<file path="src/rtl/cache_mem_arbiter.sv">
// cache_mem_arbiter
// -----------------------------------------------------------------------------
// Shares the single burst memory port (bmem) between the data cache, the
// instruction cache demand path and the instruction-cache next-line
// prefetcher. Only one line transaction is in flight at a time. Line writes
// are cut into BEAT_SIZE beats, read beats are packed back into a line.
//
// Optional feature macro: ARB_PREFETCH_EN
//   defined   -> prefetch requester, one-entry prefetch line buffer and
//                active_prefetch are built
//   undefined -> prefetch inputs ignored, prefetch outputs tied to 0
//
// Ports
//   clk, rst            clock, synchronous active-low reset
//   d_addr/d_read/d_write/d_wdata -> d_rdata/d_resp   dcache line port
//   i_addr/i_read               -> i_rdata/i_resp      icache demand port
//   prefetch/prefetch_addr      -> prefetch_rdata/prefetch_raddr/
//                                  prefetch_rvalid, active_prefetch
//   flush_prefetch              consumer releases the buffered line
//   bmem_addr/bmem_read/bmem_write/bmem_wdata          memory request side
//   bmem_ready/bmem_raddr/bmem_rdata/bmem_rvalid       memory response side
// -----------------------------------------------------------------------------
module cache_mem_arbiter #(
    parameter int LINE_SIZE = 256,
    parameter int BEAT_SIZE = 64
) (
    input  logic                 clk,
    input  logic                 rst,
    input  logic [31:0]          d_addr,
    input  logic                 d_read,
    input  logic                 d_write,
    input  logic [LINE_SIZE-1:0] d_wdata,
    output logic [LINE_SIZE-1:0] d_rdata,
    output logic                 d_resp,
    input  logic [31:0]          i_addr,
    input  logic                 i_read,
    output logic [LINE_SIZE-1:0] i_rdata,
    output logic                 i_resp,
    input  logic                 prefetch,
    input  logic [31:0]          prefetch_addr,
    output logic [LINE_SIZE-1:0] prefetch_rdata,
    output logic [31:0]          prefetch_raddr,
    output logic                 prefetch_rvalid,
    input  logic                 flush_prefetch,
    output logic                 active_prefetch,
    output logic [31:0]          bmem_addr,
    output logic                 bmem_read,
    output logic                 bmem_write,
    output logic [BEAT_SIZE-1:0] bmem_wdata,
    input  logic                 bmem_ready,
    input  logic [31:0]          bmem_raddr,
    input  logic [BEAT_SIZE-1:0] bmem_rdata,
    input  logic                 bmem_rvalid
);

    localparam int         BEATS     = LINE_SIZE / BEAT_SIZE;
    localparam logic [1:0] LAST_BEAT = 2'(BEATS - 1);

    typedef enum logic [2:0] {IDLE, RD_REQ, RD_DATA, WR_DATA, RESP} state_t;
    typedef enum logic [1:0] {OWN_D, OWN_I, OWN_P} owner_t;

    state_t               r_state;
    state_t               w_nextState;
    owner_t               r_owner;
    logic [31:0]          r_addr;
    logic [1:0]           r_beat;
    logic [LINE_SIZE-1:0] r_line;

    logic [31:0] w_dAddr;
    logic [31:0] w_iAddr;
    logic        w_grantD;
    logic        w_grantI;
    logic        w_grantP;
    logic        w_unused;

    assign w_dAddr  = {d_addr[31:5], 5'b0};
    assign w_iAddr  = {i_addr[31:5], 5'b0};
    assign w_grantD = d_read | d_write;
    assign w_grantI = ~w_grantD & i_read;

`ifdef ARB_PREFETCH_EN
    logic                 r_pfValid;
    logic                 r_activePf;
    logic [31:0]          r_pfAddr;
    logic [LINE_SIZE-1:0] r_pfData;
    logic [31:0]          w_pfAddr;
    logic                 w_pfEligible;

    // A prefetch for the very line the icache is demanding this cycle is
    // pointless, and a full buffer or outstanding prefetch blocks new ones.
    assign w_pfAddr     = {prefetch_addr[31:5], 5'b0};
    assign w_pfEligible = prefetch & ~r_pfValid & ~r_activePf
                          & ~(i_read && (w_pfAddr == w_iAddr));
    assign w_grantP     = ~w_grantD & ~i_read & w_pfEligible;
    assign w_unused     = ^{d_addr[4:0], i_addr[4:0], prefetch_addr[4:0], bmem_raddr};
`else
    assign w_grantP = 1'b0;
    assign w_unused = ^{d_addr[4:0], i_addr[4:0], prefetch, prefetch_addr,
                        flush_prefetch, bmem_raddr};
`endif

    // FSM state register.
    always_ff @(posedge clk) begin
        if (!rst) begin
            r_state <= IDLE;
        end else begin
            r_state <= w_nextState;
        end
    end

    // Next-state logic. Writes only come from the dcache, so the IDLE
    // decision between read and write paths looks at d_write directly.
    always_comb begin
        w_nextState = r_state;
        case (r_state)
            IDLE: begin
                if (d_write) begin
                    w_nextState = WR_DATA;
                end else if (d_read || w_grantI || w_grantP) begin
                    w_nextState = RD_REQ;
                end
            end
            RD_REQ:  if (bmem_ready) w_nextState = RD_DATA;
            RD_DATA: if (bmem_rvalid && r_beat == LAST_BEAT) w_nextState = RESP;
            WR_DATA: if (bmem_ready && r_beat == LAST_BEAT) w_nextState = RESP;
            RESP:    w_nextState = IDLE;
            default: w_nextState = IDLE;
        endcase
    end

    // Transaction datapath: grant latch, beat counter and line assembly.
    // Beats arriving outside RD_DATA fall through the default arm.
    always_ff @(posedge clk) begin
        if (!rst) begin
            r_owner <= OWN_D;
            r_addr  <= '0;
            r_beat  <= '0;
            r_line  <= '0;
        end else begin
            case (r_state)
                IDLE: begin
                    if (w_grantD) begin
                        r_owner <= OWN_D;
                        r_addr  <= w_dAddr;
                        r_beat  <= '0;
                    end else if (w_grantI) begin
                        r_owner <= OWN_I;
                        r_addr  <= w_iAddr;
                        r_beat  <= '0;
                    end else if (w_grantP) begin
                        r_owner <= OWN_P;
`ifdef ARB_PREFETCH_EN
                        r_addr  <= w_pfAddr;
`endif
                        r_beat  <= '0;
                    end
                end
                RD_DATA: begin
                    if (bmem_rvalid) begin
                        r_line[int'(r_beat)*BEAT_SIZE +: BEAT_SIZE] <= bmem_rdata;
                        r_beat <= r_beat + 2'd1;
                    end
                end
                WR_DATA: begin
                    if (bmem_ready) begin
                        r_beat <= r_beat + 2'd1;
                    end
                end
                default: ;
            endcase
        end
    end

    // Output decode. Everything is zero outside the state that owns it, so
    // resp and rdata are single-cycle and data buses idle at 0.
    always_comb begin
        bmem_read  = 1'b0;
        bmem_write = 1'b0;
        bmem_addr  = '0;
        bmem_wdata = '0;
        d_resp     = 1'b0;
        d_rdata    = '0;
        i_resp     = 1'b0;
        i_rdata    = '0;
        case (r_state)
            RD_REQ: begin
                bmem_read = 1'b1;
                bmem_addr = r_addr;
            end
            WR_DATA: begin
                bmem_write = 1'b1;
                bmem_addr  = r_addr;
                bmem_wdata = d_wdata[int'(r_beat)*BEAT_SIZE +: BEAT_SIZE];
            end
            RESP: begin
                if (r_owner == OWN_D) begin
                    d_resp  = 1'b1;
                    d_rdata = r_line;
                end else if (r_owner == OWN_I) begin
                    i_resp  = 1'b1;
                    i_rdata = r_line;
                end
            end
            default: ;
        endcase
    end

`ifdef ARB_PREFETCH_EN
    // Prefetch buffer. Loading happens only when the buffer is empty, so a
    // flush can only ever hit an existing valid entry.
    always_ff @(posedge clk) begin
        if (!rst) begin
            r_pfValid  <= 1'b0;
            r_activePf <= 1'b0;
            r_pfAddr   <= '0;
            r_pfData   <= '0;
        end else begin
            if (r_state == IDLE && w_grantP) begin
                r_activePf <= 1'b1;
            end
            if (r_pfValid && flush_prefetch) begin
                r_pfValid <= 1'b0;
            end
            if (r_state == RESP && r_owner == OWN_P) begin
                r_pfValid  <= 1'b1;
                r_pfAddr   <= r_addr;
                r_pfData   <= r_line;
                r_activePf <= 1'b0;
            end
        end
    end

    assign prefetch_rvalid = r_pfValid;
    assign prefetch_raddr  = r_pfAddr;
    assign prefetch_rdata  = r_pfData;
    assign active_prefetch = r_activePf;
`else
    assign prefetch_rvalid = 1'b0;
    assign prefetch_raddr  = '0;
    assign prefetch_rdata  = '0;
    assign active_prefetch = 1'b0;
`endif

endmodule

</file>
<file path="config.mk">
export PLATFORM = sky130hd
export DESIGN_NAME = cache_mem_arbiter
export DESIGN_NICKNAME = d
export VERILOG_FILES = /design/src/rtl/cache_mem_arbiter.sv
export SDC_FILE = /design/constraint.sdc
export NUM_CORES = 1
export LEC_CHECK = 0
export CELL_PAD_IN_SITES_DETAIL_PLACEMENT = 1
export CELL_PAD_IN_SITES_GLOBAL_PLACEMENT = 2
export CORE_AREA = 3 3 524 526
export CTS_CLUSTER_SIZE = 8
export DETAILED_ROUTE_END_ITERATION = 6
export DIE_AREA = 0 0 527 529
export PLACE_DENSITY_LB_ADDON = 0.1
export SYNTH_ARGS = -nofsm -noshare
export SYNTH_HDL_FRONTEND = slang
export SYNTH_SLANG_ARGS = --single-unit
</file>
<file path="constraint.sdc">
create_clock -name clk -period 2.4 [get_ports clk]
set_clock_uncertainty 0.05 [all_clocks]
set_input_delay 0.24 -clock clk [delete_from_list [all_inputs] [get_ports clk]]
set_output_delay 0.24 -clock clk [all_outputs]
set_load 0.01 [all_outputs]
</file>
==> results of run 1 <==
kinds of logic after synthesis:
kind of cell | synth area share [%]
AOI/OAI and AO/OA | 2.192
adders and majority gates | 0.3122
buffers and inverters | 16.27
DFF | 28.88
muxes | 20.04
other | 0.01872
and+or+nand+nor | 32.29
metal layers:
layer  global-route usage [%]  vias up
met1                    14.72    10140
met3                    3.967      148
li1                         -     9530
met4                    2.134       44
met5                        0        -
met2                    20.50      876
registers in the layout (all words and copies together) (netlist names):
| register | cells |
|---|---|
| r_addr | 27 |
| r_beat | 2 |
| r_state | 3 |
| r_line | 256 |
| r_owner | 1 |
path summary, 6_finish.rpt:
check	to	slack (ns)
worst min register to register	r_line[198]$_SDFFE_PN0P_	0.42
worst max-delay path	bmem_wdata[32]	-0.61
worst min-delay path	r_addr[31]$_SDFFE_PN0P_	0.12
worst max register to register	r_line[146]$_SDFFE_PN0P_	-0.05
through the flow:
stage / hold WS (ns) / setup TNS [ns] / utilization [%] / total power, W
6_report: 0.1201 / -219.59 / 13.73 / 0.01568
5_1_grt: 0.07311 / -356.16 / 13.71 / 0.01663
4_1_cts: 0.01479 / -375.46 / 13.68 / 0.01638
3_5_place_dp: 0.4153 / -15.36 / 12.75 / 0.008326
3_3_place_gp: 0.4105 / -14.39 / 12.75 / 0.008332
2_1_floorplan: 0.3405 / 0 / - / 0.006732
timing repair:
action                     4_1_cts  5_1_grt
setup buffers                   35       14
gates resized for setup        671      320
hold buffers                     1        0
pin swaps                        4        3
cloned                          11        4
hold endpoints to repair         7        0
setup endpoints to repair      709      853
worst max-delay path, delay by kind of cell (launching register included):
family / cells / cell delay (ns)
buf+inv: 3 / 0.86
mux: 1 / 0.57
simple gates: 1 / 0.22
flops: 1 / 0.39
placed cells by master, fill, tap and decap left out, drive strengths merged, types with 4 or more instances in the layout:
cell type,n
a21oi,28
a311oi,27
and2,540
and3,64
buf,374
clkbuf,109
clkdlybuf4s15,84
clkdlybuf4s50,676
clkinv,9
conb,295
dfxtp,289
diode,22
dlygate4sd2,19
dlymetal6s2s,7
ha,5
inv,8
mux2i,256
mux4,64
nand2,322
nand3,257
nor3b,4
report_power, final:
part           internal [W]  leakage [nW]  total [W]  switching [W]
combinational       0.00142          12.1    0.00313        0.00171
sequential          0.00494          2.34    0.00506       0.000118
clock               0.00445         0.799    0.00750        0.00305
layout make-up:
class | instances | area share (%)
tap | 3570 | 12.03
sequential | 289 | 15.63
timing repair buffer | 1202 | 34.67
inverter | 5 | 0.05728
clock inverter | 18 | 0.5560
clock buffer | 68 | 3.825
multi-input combinational | 1887 | 33.09
antenna | 22 | 0.1483
==> flow_summary.ini, run 1 <==
[outcome]
status = finished, violations left
violations = negative setup slack

[routing]
antenna_left = 0
m1WireLength_mm = 74.67
viasPerCell = 2.937
route.detailed.drc = 0
wl_mm = 175.8
post_drt_wl_per_cell_um = 24.89
wl_met2_mm = 84.37
top_layer_used = met5
drt_iter0_markers = 646
drt_pass1_iterations = 5
dr_wl_met3_mm = 13.68
vias = 20740

[timing]
slew_headroom_pct = 54.98
period_minus_slack_ns = 3.012
worst_pin_slew_ns = 0.6746
finalCritPeriodShare_pct = 125.5
setup_violations = 655
report.final.hold_viol_count = 0
fin_ws_ns = -0.6121
rsz0062_at_grt = true
max_freq_mhz = 332.0
drv_slew = 0

[placed_design]
dpl.hpwl_mm = 141.4
placedInstanceArea_mm2 = 0.03449
placement.io_buffers = 987
post-place-cells = 6890
gp_congestion = 0.8026
post-place-ws_ns = -0.3958

[logic_synthesis]
synthTopCellsByCount = and2_1, buf_4, nand2_1, dfxtp_1, nand3_1
yosysMostFrequentCell = and2_1
ys_types = 37
synth_area_leaders = dfxtp_1, and2_1, mux2i_1, buf_4, mux4_2
synth_seq_area_share_pct = 28.88
avgSynthCellArea_um2 = 8.348
synthCells = 2400
synth_edf_count = 0
synthFlopType = dfxtp_1
synth_top_area_cell = dfxtp_1
ys_warn_count = 0
synth_top_area_share_pct = 28.88
async_flop_share_pct = 0
synth.ff_latch_count = 289
synthesis.area_mm2 = 0.02004

[critical_path]
worst_path_max_delay_cell = mux4_2
r2r_cells = 10
critPathMaxFanout = 15
worstPathArrival_ns = 2.72
critPathLaunch = r_beat[0]$_SDFFE_PN0P_
slowest_delay_ns = 0.57
criticalPathCategory = flip-flop to output pin
critical_path.reg2reg.startpoint = r_beat[0]$_SDFFE_PN0P_
cp_common_cell = buf_12
critical_path_required_ns = 2.11
crit_path_cell_trace = buf_12, buf_12, mux4_2, and3_1, clkdlybuf4s50_1
worst_setup_path_start_kind = flip-flop
cp-end-kind = output pin

[power]
p_leak_nw = 15.27
ir_drop_mv = 0.4613
power_density_mw_per_mm2 = 422.3

[finish]
drive_above_1_share_pct = 20.50
instances_no_fill = 7061
seqCellArea_mm2 = 0.005803
syn_to_final_growth_pct = 85.33
fill_cells = 31640
multi_input_area_mm2 = 0.01229
nets = 3898
fin_area_mm2 = 0.03713

[worst_hold_path]
hold_start = i_addr[31]
min_path_type = primary input to flip-flop
hold_depth = 3

[global_routing]
grt-ovfl-total = 0
grt_max_degree = 115
track_usage_pct = 12.00
antenna_found_initial = 85
grt_pass1_vias = 21480
grt_pass1_wl_mm = 225.0

[die]
rows = 191
dieArea_mm2 = 0.2788
dieHeight_um = 529
die_x_um = 527
start_util_pct = 7.406
core_area_mm2 = 0.2705
ios = 1359

[clock_tree]
cts.sinks = 289
cts-root-buf = clkbuf_16
cts_tree = built
cts_max_level = 2
cts_made_buffers = 51
clock_latency_ns = 0.65
cts_buffer_depth = 3
clk_pin_slew_ns = 0.05

[flow_run]
drv_cap = 0
Power figures use the tool's default switching activity.
==> run 2: changes to the inputs <==
--- a/config.mk
+++ b/config.mk
@@ -5,6 +5,7 @@
 export SDC_FILE = /design/constraint.sdc
 export NUM_CORES = 1
 export LEC_CHECK = 0
+export CAP_MARGIN = 30
 export CELL_PAD_IN_SITES_DETAIL_PLACEMENT = 1
 export CELL_PAD_IN_SITES_GLOBAL_PLACEMENT = 2
 export CORE_AREA = 3 3 524 526
==> results of run 2 <==
No change in the layout: final DEF, timing and power equal those of run 1.
==> run 3: changes to the inputs <==
--- a/config.mk
+++ b/config.mk
@@ -13,6 +13,7 @@
 export DETAILED_ROUTE_END_ITERATION = 6
 export DIE_AREA = 0 0 527 529
 export PLACE_DENSITY_LB_ADDON = 0.1
+export RECOVER_POWER = 100
 export SYNTH_ARGS = -nofsm -noshare
 export SYNTH_HDL_FRONTEND = slang
 export SYNTH_SLANG_ARGS = --single-unit
==> run 3 against run 2 <==
The flow still finishes with violations (negative setup slack); first-iteration DRC count grew 2.8%; critical path depth is the same; fmax is 0.19% higher; combinational power about the same; register-to-register slack lost 0.13 ns; final cell count hardly changed; sequential cell count is the same; non-clock buffer count is the same; worst hold slack about the same; routed wire length barely moved; global-route usage unchanged; die area unchanged; largest cell class unchanged.
==> flow_summary.ini, run 3 (synthesis results as in run 1) <==
[clock_tree]
cts-root-buf = clkbuf_16
cts_tree = built
cts_buffer_depth = 3
cts_max_level = 2
cts_made_buffers = 51
cts.sinks = 289
clock_latency_ns = 0.65
clk_pin_slew_ns = 0.05

[worst_hold_path]
hold_depth = 3
hold_start = i_addr[31]
min_path_type = primary input to flip-flop
whs_endpoint = r_addr[31]$_SDFFE_PN0P_

[critical_path]
cp-end-kind = output pin
criticalPathCategory = flip-flop to output pin
r2r_slack_ns = -0.18
critical_path_required_ns = 2.11
critPathMaxFanout = 13
r2r_cells = 10
timing.rr.end = r_line[146]$_SDFFE_PN0P_
worst_setup_path_start_kind = flip-flop
critical_path.reg2reg.startpoint = r_beat[0]$_SDFFE_PN0P_
worstPathArrival_ns = 2.72

[timing]
setup_violations = 842
slew_headroom_pct = 55.24
timing.hold.ws_ns = 0.1199
drv_slew = 0
fin_ws_ns = -0.6065
finalCritPeriodShare_pct = 125.3
report.final.hold_viol_count = 0
rsz0062_at_grt = true
worst_pin_slew_ns = 0.6707
period_minus_slack_ns = 3.006
max_freq_mhz = 332.6

[routing]
drt_pass1_iterations = 5
antenna_left = 0
wl_mm = 175.8
post_drt_wl_per_cell_um = 24.90
viasPerCell = 2.932
route.detailed.drc = 0
vias = 20700
drt_iter0_markers = 664

[power]
power_density_mw_per_mm2 = 422.5
p_leak_nw = 15.25
ir_drop_mv = 0.4618

[global_routing]
grt_max_degree = 115
antenna_found_initial = 85
track_usage_pct = 12.00
grt_pass1_wl_mm = 225.0
grt_pass1_vias = 21480
grt-ovfl-total = 0

[placed_design]
placement.io_buffers = 987
dpl.hpwl_mm = 141.4
post-place-ws_ns = -0.3958
gp_congestion = 0.8026

[die]
rows = 191
dieHeight_um = 529
ios = 1359
start_util_pct = 7.406
dieArea_mm2 = 0.2788
core_area_mm2 = 0.2705
die_x_um = 527

[finish]
seqCellArea_mm2 = 0.005803
syn_to_final_growth_pct = 85.21
multi_input_area_mm2 = 0.01228
largest_reg_flops = 256
drive_above_1_share_pct = 20.38
mostFrequentLayoutCell = clkdlybuf4s50_1
reg.largest.list = r_line: 256 flops, r_addr: 27 flops, r_state: 3 flops
fill_cells = 31640
layout_common_cells = clkdlybuf4s50_1, and2_1, nand2_1, conb_1, dfxtp_1
nets = 3898
regMostFlops = r_line

[flow_run]
drv_cap = 0

[outcome]
violations = negative setup slack
status = finished, violations left
-- run 3: changes by cell type in the layout (fill, tap and decap cells not counted), sizes merged --
cell / change
buf: -5
diode: -1
clkbuf: +5
-- run 3: routing by layer --
layer / GRT usage (%) / part of all wire, % / vias to the layer above
li1: - / - / 9529
met1: 14.72 / 43 / 10110
met2: 20.50 / 48 / 863
met3: 3.967 / 7.7 / 148
met4: 2.134 / 1.6 / 44
met5: 0 / 0.16 / -
-- run 3: cell type report --
type	instances	area share [%]
Timing Repair Buffer	1202	34.65
Multi-Input combinational cell	1887	33.09
Sequential cell	289	15.64
Tap cell	3570	12.04
Clock buffer	68	3.827
Clock inverter	18	0.5563
Antenna cell	21	0.1416
Inverter	5	0.05732
-- run 3: timing repair --
item	in CTS	in global routing
pin swaps	4	3
endpoints found under the setup margin	709	853
cloned	11	4
endpoints found under the hold margin	7	0
setup buffers	35	14
hold buffers	1	0
gates resized for setup	671	320
-- run 3: where the power goes --
part | switching (W) | leakage [nW] | internal (W)
Clock | 0.00305 | 0.799 | 0.00445
Sequential | 0.000119 | 2.34 | 0.00494
Combinational | 0.00171 | 12.1 | 0.00141
-- run 3: worst max-delay path by stage --
stage                                 start                       end  slack [ns]  depth (start not counted)
floorplan            r_beat[1]$_SDFFE_PN0P_  r_line[132]$_SDFFE_PN0P_        0.08                          9
global placement               d_wdata[127]            bmem_wdata[63]       -0.42                          6
detailed placement             d_wdata[127]            bmem_wdata[63]       -0.40                          6
CTS                 r_state[2]$_SDFFE_PN0P_              d_rdata[138]       -0.76                          6
global route        r_state[2]$_SDFFE_PN0P_              d_rdata[143]       -0.74                          7
finish               r_beat[0]$_SDFFE_PN0P_             bmem_wdata[0]       -0.61                          5
-- run 3: through the flow --
stage / instances / total power [W] / cell area (um^2) / utilization [%] / setup TNS [ns]
2_1_floorplan: 2694 / 0.006732 / 21140 / - / 0
3_3_place_gp: 6890 / 0.008332 / 34490 / 12.75 / -14.39
3_5_place_dp: 6890 / 0.008326 / 34490 / 12.75 / -15.36
4_1_cts: 7023 / 0.01638 / 37000 / 13.68 / -375.46
5_1_grt: 7044 / 0.01662 / 37070 / 13.70 / -389.18
6_report: 7060 / 0.01568 / 37110 / 13.72 / -240.15
-- run 3: critical path, cell delays in order, from the launching register on --
cell             delay, ns
dfxtp_4               0.39
buf_12                0.16
buf_12                0.19
mux4_2                0.51
and3_1                0.20
clkdlybuf4s50_1       0.60
